### config.mk
export PLATFORM = sky130hd
export DESIGN_NAME = fb_write_arbiter
export DESIGN_NICKNAME = d
export VERILOG_FILES = /design/src/rtl/fb_write_arbiter.sv
export SDC_FILE = /design/constraint.sdc
export NUM_CORES = 1
export LEC_CHECK = 0
export CORE_ASPECT_RATIO = 0.6
export CORE_UTILIZATION = 35
export CTS_CLUSTER_DIAMETER = 50
export CTS_CLUSTER_SIZE = 16
export DETAILED_ROUTE_END_ITERATION = 8
export PLACE_DENSITY_LB_ADDON = 0.1
export RECOVER_POWER = 100
export SYNTH_ARGS = -nofsm -noshare
export SYNTH_HDL_FRONTEND = slang
export SYNTH_SLANG_ARGS = --single-unit
export TNS_END_PERCENT = 30
### constraint.sdc
create_clock -name clk_25 -period 1.6 [get_ports clk_25]
set_input_delay 0.24 -clock clk_25 [delete_from_list [all_inputs] [get_ports clk_25]]
set_output_delay 0.24 -clock clk_25 [all_outputs]
set_load 0.05 [all_outputs]
### src/rtl/fb_write_arbiter.sv
// Framebuffer write-port arbiter: camera > clear engine > overlay, with full-frame clear sequencer.
// Optional address bounds checking (and the addr_err port) is enabled by defining FB_ARB_BOUNDS_EN.
module fb_write_arbiter #(
  parameter int ADDR_WIDTH = 15,
  parameter int FB_DEPTH   = 19200
) (
  input  logic                  clk_25,
  input  logic                  reset_n,
  input  logic                  cam_we,
  input  logic [ADDR_WIDTH-1:0] cam_addr,
  input  logic                  cam_pixel,
  input  logic                  clear_start,
  input  logic                  clear_value,
  input  logic                  ovl_req,
  input  logic [ADDR_WIDTH-1:0] ovl_addr,
  input  logic                  ovl_pixel,
  output logic                  ovl_ack,
  output logic                  clear_busy,
  output logic                  clear_done,
`ifdef FB_ARB_BOUNDS_EN
  output logic                  addr_err,
`endif
  output logic                  fb_we,
  output logic [ADDR_WIDTH-1:0] fb_addr,
  output logic                  fb_data
);

  typedef enum logic [0:0] {ST_IDLE = 1'b0, ST_CLEAR = 1'b1} state_t;

  localparam logic [ADDR_WIDTH-1:0] LAST_ADDR = ADDR_WIDTH'(FB_DEPTH - 1);

  state_t                state_r;
  logic [ADDR_WIDTH-1:0] clr_cnt_r;
  logic                  clr_val_r;

  logic                  clr_gnt_s;
  logic                  ovl_gnt_s;
  logic                  wr_en_s;
  logic [ADDR_WIDTH-1:0] wr_addr_s;
  logic                  wr_data_s;
  logic                  clr_accept_s;
  logic                  oob_s;

  // Strict-priority grant and write-source mux
  always_comb begin
    clr_gnt_s = 1'b0;
    ovl_gnt_s = 1'b0;
    wr_en_s   = 1'b0;
    wr_addr_s = fb_addr;
    wr_data_s = fb_data;
    if (cam_we) begin
      wr_en_s   = 1'b1;
      wr_addr_s = cam_addr;
      wr_data_s = cam_pixel;
    end else if (state_r == ST_CLEAR) begin
      clr_gnt_s = 1'b1;
      wr_en_s   = 1'b1;
      wr_addr_s = clr_cnt_r;
      wr_data_s = clr_val_r;
    end else if (ovl_req && !ovl_ack) begin
      ovl_gnt_s = 1'b1;
      wr_en_s   = 1'b1;
      wr_addr_s = ovl_addr;
      wr_data_s = ovl_pixel;
    end else begin
      wr_en_s   = 1'b0;
    end
  end

  assign clr_accept_s = (state_r == ST_IDLE) && clear_start;

`ifdef FB_ARB_BOUNDS_EN
  localparam logic [ADDR_WIDTH:0] DEPTH_EXT = (ADDR_WIDTH + 1)'(FB_DEPTH);

  // Flag granted camera/overlay writes that fall outside the frame
  always_comb begin
    if ((cam_we || ovl_gnt_s) && ({1'b0, wr_addr_s} >= DEPTH_EXT)) begin
      oob_s = 1'b1;
    end else begin
      oob_s = 1'b0;
    end
  end

  // Sticky address error; a suppression in the same cycle as a new clear wins
  always_ff @(posedge clk_25 or negedge reset_n) begin
    if (!reset_n) begin
      addr_err <= 1'b0;
    end else if (oob_s) begin
      addr_err <= 1'b1;
    end else if (clr_accept_s) begin
      addr_err <= 1'b0;
    end
  end
`else
  assign oob_s = 1'b0;
`endif

  // Clear sequencer state and registered write-port outputs
  always_ff @(posedge clk_25 or negedge reset_n) begin
    if (!reset_n) begin
      state_r    <= ST_IDLE;
      clr_cnt_r  <= '0;
      clr_val_r  <= 1'b0;
      clear_busy <= 1'b0;
      clear_done <= 1'b0;
      ovl_ack    <= 1'b0;
      fb_we      <= 1'b0;
      fb_addr    <= '0;
      fb_data    <= 1'b0;
    end else begin
      fb_we      <= wr_en_s && !oob_s;
      ovl_ack    <= ovl_gnt_s;
      clear_done <= 1'b0;
      if (wr_en_s && !oob_s) begin
        fb_addr <= wr_addr_s;
        fb_data <= wr_data_s;
      end
      case (state_r)
        ST_IDLE: begin
          if (clr_accept_s) begin
            state_r    <= ST_CLEAR;
            clr_cnt_r  <= '0;
            clr_val_r  <= clear_value;
            clear_busy <= 1'b1;
          end
        end
        ST_CLEAR: begin
          // A camera write stalls the counter, so no address is skipped
          if (clr_gnt_s) begin
            clr_cnt_r <= clr_cnt_r + ADDR_WIDTH'(1);
            if (clr_cnt_r == LAST_ADDR) begin
              state_r    <= ST_IDLE;
              clear_busy <= 1'b0;
              clear_done <= 1'b1;
            end
          end
        end
        default: begin
          state_r    <= ST_IDLE;
          clear_busy <= 1'b0;
        end
      endcase
    end
  end

endmodule

==> flow_metrics.py <==
metrics = {
    "run_status": {
        "outcome": "finished, final reports clean",
    },
    "sta": {
        "rsz0062_at_grt": "no",
        "holdWs_ns": 0.156,
        "relSlewSlack_pct": 36.9,
        "final_hold_viol_count": 0,
        "slew_violations": 0,
        "max_freq_ghz": 0.690,
        "setup_ws_ns": 0.150,
        "tns_ns": 0,
        "clock_skew_ns": 0.00734,
        "worstMarginPinSlew_ns": 0.947,
        "finalCritPeriodShare_pct": 90.6,
        "timing.final.setup_violations": 0,
        "fin_crit_ns": 1.45,
    },
    "cts": {
        "cts_sinks": 37,
        "postCtsSetupRepairBufs": 0,
        "cts_made_buffers": 5,
        "clock_latency_ns": 0.29,
        "tritoncts": "built",
        "ctsHoldBuffers": 0,
        "cts-resized-gates": 0,
        "root_buffer": "clkbuf_8",
        "h-tree-depth": 2,
        "cts_buffer_depth": 2,
        "clk_pin_slew_ns": 0.08,
    },
    "cells_and_area": {
        "finalInstanceArea_mm2": 0.00281,
        "final_cells": 348,
        "antennaDiodeCount": 0,
        "area_growth_pct": 35.7,
        "layout-drive-gt1-share_pct": 19.4,
        "final_nets": 306,
    },
    "placement": {
        "placed_area_mm2": 0.00281,
        "portBuffers": 57,
        "globalplace.congestion": 0.807,
        "dp.cells": 340,
        "dp_hpwl_mm": 3.83,
        "pre_cts_slack_ns": -0.0739,
    },
    "pwr": {
        "clkPwrFrac_pct": 28.6,
        "p_switching_mw": 0.853,
        "power_frac_seq_pct": 43.7,
        "combPwrFrac_pct": 27.7,
        "ir_worst_vdd_mv": 0.442,
        "cellPowerDensity_mw_per_mm2": 919,
        "switching_share_pct": 33.0,
        "total_leakage_power_nw": 1.25,
        "p_int_mw": 1.73,
    },
    "logic_synthesis": {
        "ys_top_cells_by_area": "dfrtp_1 45%, mux2i_1 13%, mux2_2 7.1%",
        "yosysWarnings": 0,
        "synth_top_area_share_pct": 44.7,
        "synth-edff-count": 0,
        "synth-seq-area-share_pct": 44.7,
        "ys_top_cells_by_count": "37 x dfrtp_1, 33 x nand2_1, 26 x mux2i_1, 18 x o21ai_0, 13 x mux2_2",
        "syn_avg_cell_area_um2": 10.6,
        "yosysMostFrequentCell": "dfrtp_1",
        "ys_types": 40,
        "synth_nets": 235,
        "async_flop_share_pct": 100,
        "syn-cell-area_mm2": 0.00207,
        "synth-seq-cells": 37,
        "yosysTopAreaCell": "dfrtp_1",
        "netlist_instances": 196,
        "synth-main-ff-cell": "dfrtp_1",
    },
    "route": {
        "drtAntennaViolNets": 0,
        "drtPass1Iterations": 4,
        "wl_mm": 5.17,
        "drc": 0,
        "vias": 1683,
        "routed_via_density": 4.84,
        "wire_per_inst_um": 14.9,
        "initialDrtViolationCount": 52,
    },
    "floorplanning": {
        "die_y_um": 61.6,
        "dieArea_mm2": 0.00623,
        "num_io_pins": 58,
        "row_count": 21,
        "core_area_mm2": 0.00562,
        "initial_core_util_pct": 36.8,
        "die_w_um": 101,
    },
    "worst_setup_path": {
        "worstPathRequired_ns": 1.83,
        "endpoint": "clr_cnt_r[7]",
        "arrival_ns": 1.68,
        "crit_path_end_kind": "flop",
        "r2r-end": "clr_cnt_r[7]",
        "critPathLaunch": "clr_cnt_r[2]",
        "cp-start-kind": "flop",
        "r2r_cells": 3,
        "rrSetupSlack_ns": 0.15,
        "path_class": "flop to flop",
        "rr_startpoint": "clr_cnt_r[2]",
        "worstPathMaxFanout": 9,
    },
    "grt": {
        "grt_use_total_pct": 17.4,
        "grt_start_max_net_pins": 38,
        "gr-total-overflow": 0,
        "grt_pass1_wl_mm": 7.90,
        "grt_pass1_vias": 1537,
        "antenna_found_initial": 0,
    },
    "min_path": {
        "min_path_type": "input port to asynchronous set/reset pin",
    },
    "run": {
        "drv_cap": 0,
    },
}
## critical path, stage by stage (launching register included)
cell	delay, ns
dfrtp_1	0.49
nand3_2	0.28
or4_1	0.53
nand3_1	0.09
## per-layer routing
layer / share of wire [%] / vias to the layer above / global-route usage (%)
met3: 5.4 / 5 / 4.88
met2: 40 / 47 / 24.6
met4: 1.0 / 0 / 5.59
li1: - / 843 / -
met5: 0 / - / 0
met1: 53 / 788 / 25.5
## stage by stage
| step | utilization [%] | power, mW |
|---|---|---|
| 2_1_floorplan | - | 1.57 |
| 3_3_place_gp | 50.0 | 1.92 |
| 3_5_place_dp | 50.0 | 1.92 |
| 4_1_cts | 51.8 | 2.67 |
| 5_1_grt | 50.0 | 2.72 |
| 6_report | 50.0 | 2.58 |
## power groups by stage
stage                     Combinational (mW)  Sequential [mW]  Clock (mW)
after floorplan                        0.250             1.32           0
after global placement                 0.767             1.15           0
after detailed placement               0.771             1.15           0
after CTS                              0.773             1.13       0.762
after global routing                   0.782             1.15       0.795
final                                  0.716             1.13       0.738
## cells in the final DEF, fill, tap and decap left out, drive strengths merged, types with 2 or more instances in the layout
master         instances
clkbuf                29
inv                    2
o21ai                 18
and2b                  2
mux2                  16
dfrtp                 37
nand4                  4
buf                   19
clkdlybuf4s50         36
nand2                 34
nand3                  8
mux2i                 26
nor2                   3
nor4                   7
nand2b                 4
nor3                   6
## worst min path at each step
| stage | cells after the start | end | slack, ns |
|---|---|---|---|
| detailed placement | 2 | fb_addr[13] | 0.32 |
| floorplan | 0 | clear_busy | -0.06 |
| finish | 2 | fb_we | 0.16 |
| CTS | 2 | fb_we | 0.001 |
| global route | 2 | fb_we | 0.26 |
| global placement | 2 | fb_we | 0.33 |
## layout make-up
cell class	count	area [µm²]
Timing Repair Buffer	77	638
Sequential cell	37	926
Clock buffer	7	96.3
Tap cell	80	100
Fill cell	572	2810
Clock inverter	1	5.00
Inverter	2	7.51
Multi-Input combinational cell	144	1040
## flip-flops by register name, indices dropped and copies added (netlist names)
signal and cells:
fb_data 1, fb_we 1, fb_addr 15, state_r 1, clr_cnt_r 15, clr_val_r 1, ovl_ack 1, clear_busy 1
clear_done 1
## cells by family after synthesis
family | after synthesis | synth area share (%)
buf+inv | 15 | 3.93
fa+ha+maj | 1 | 0.604
compound gates | 27 | 7.56
flops | 37 | 44.7
mux | 42 | 21.3
simple gates | 74 | 21.9
No activity file was read; power rests on OpenSTA's default activity.
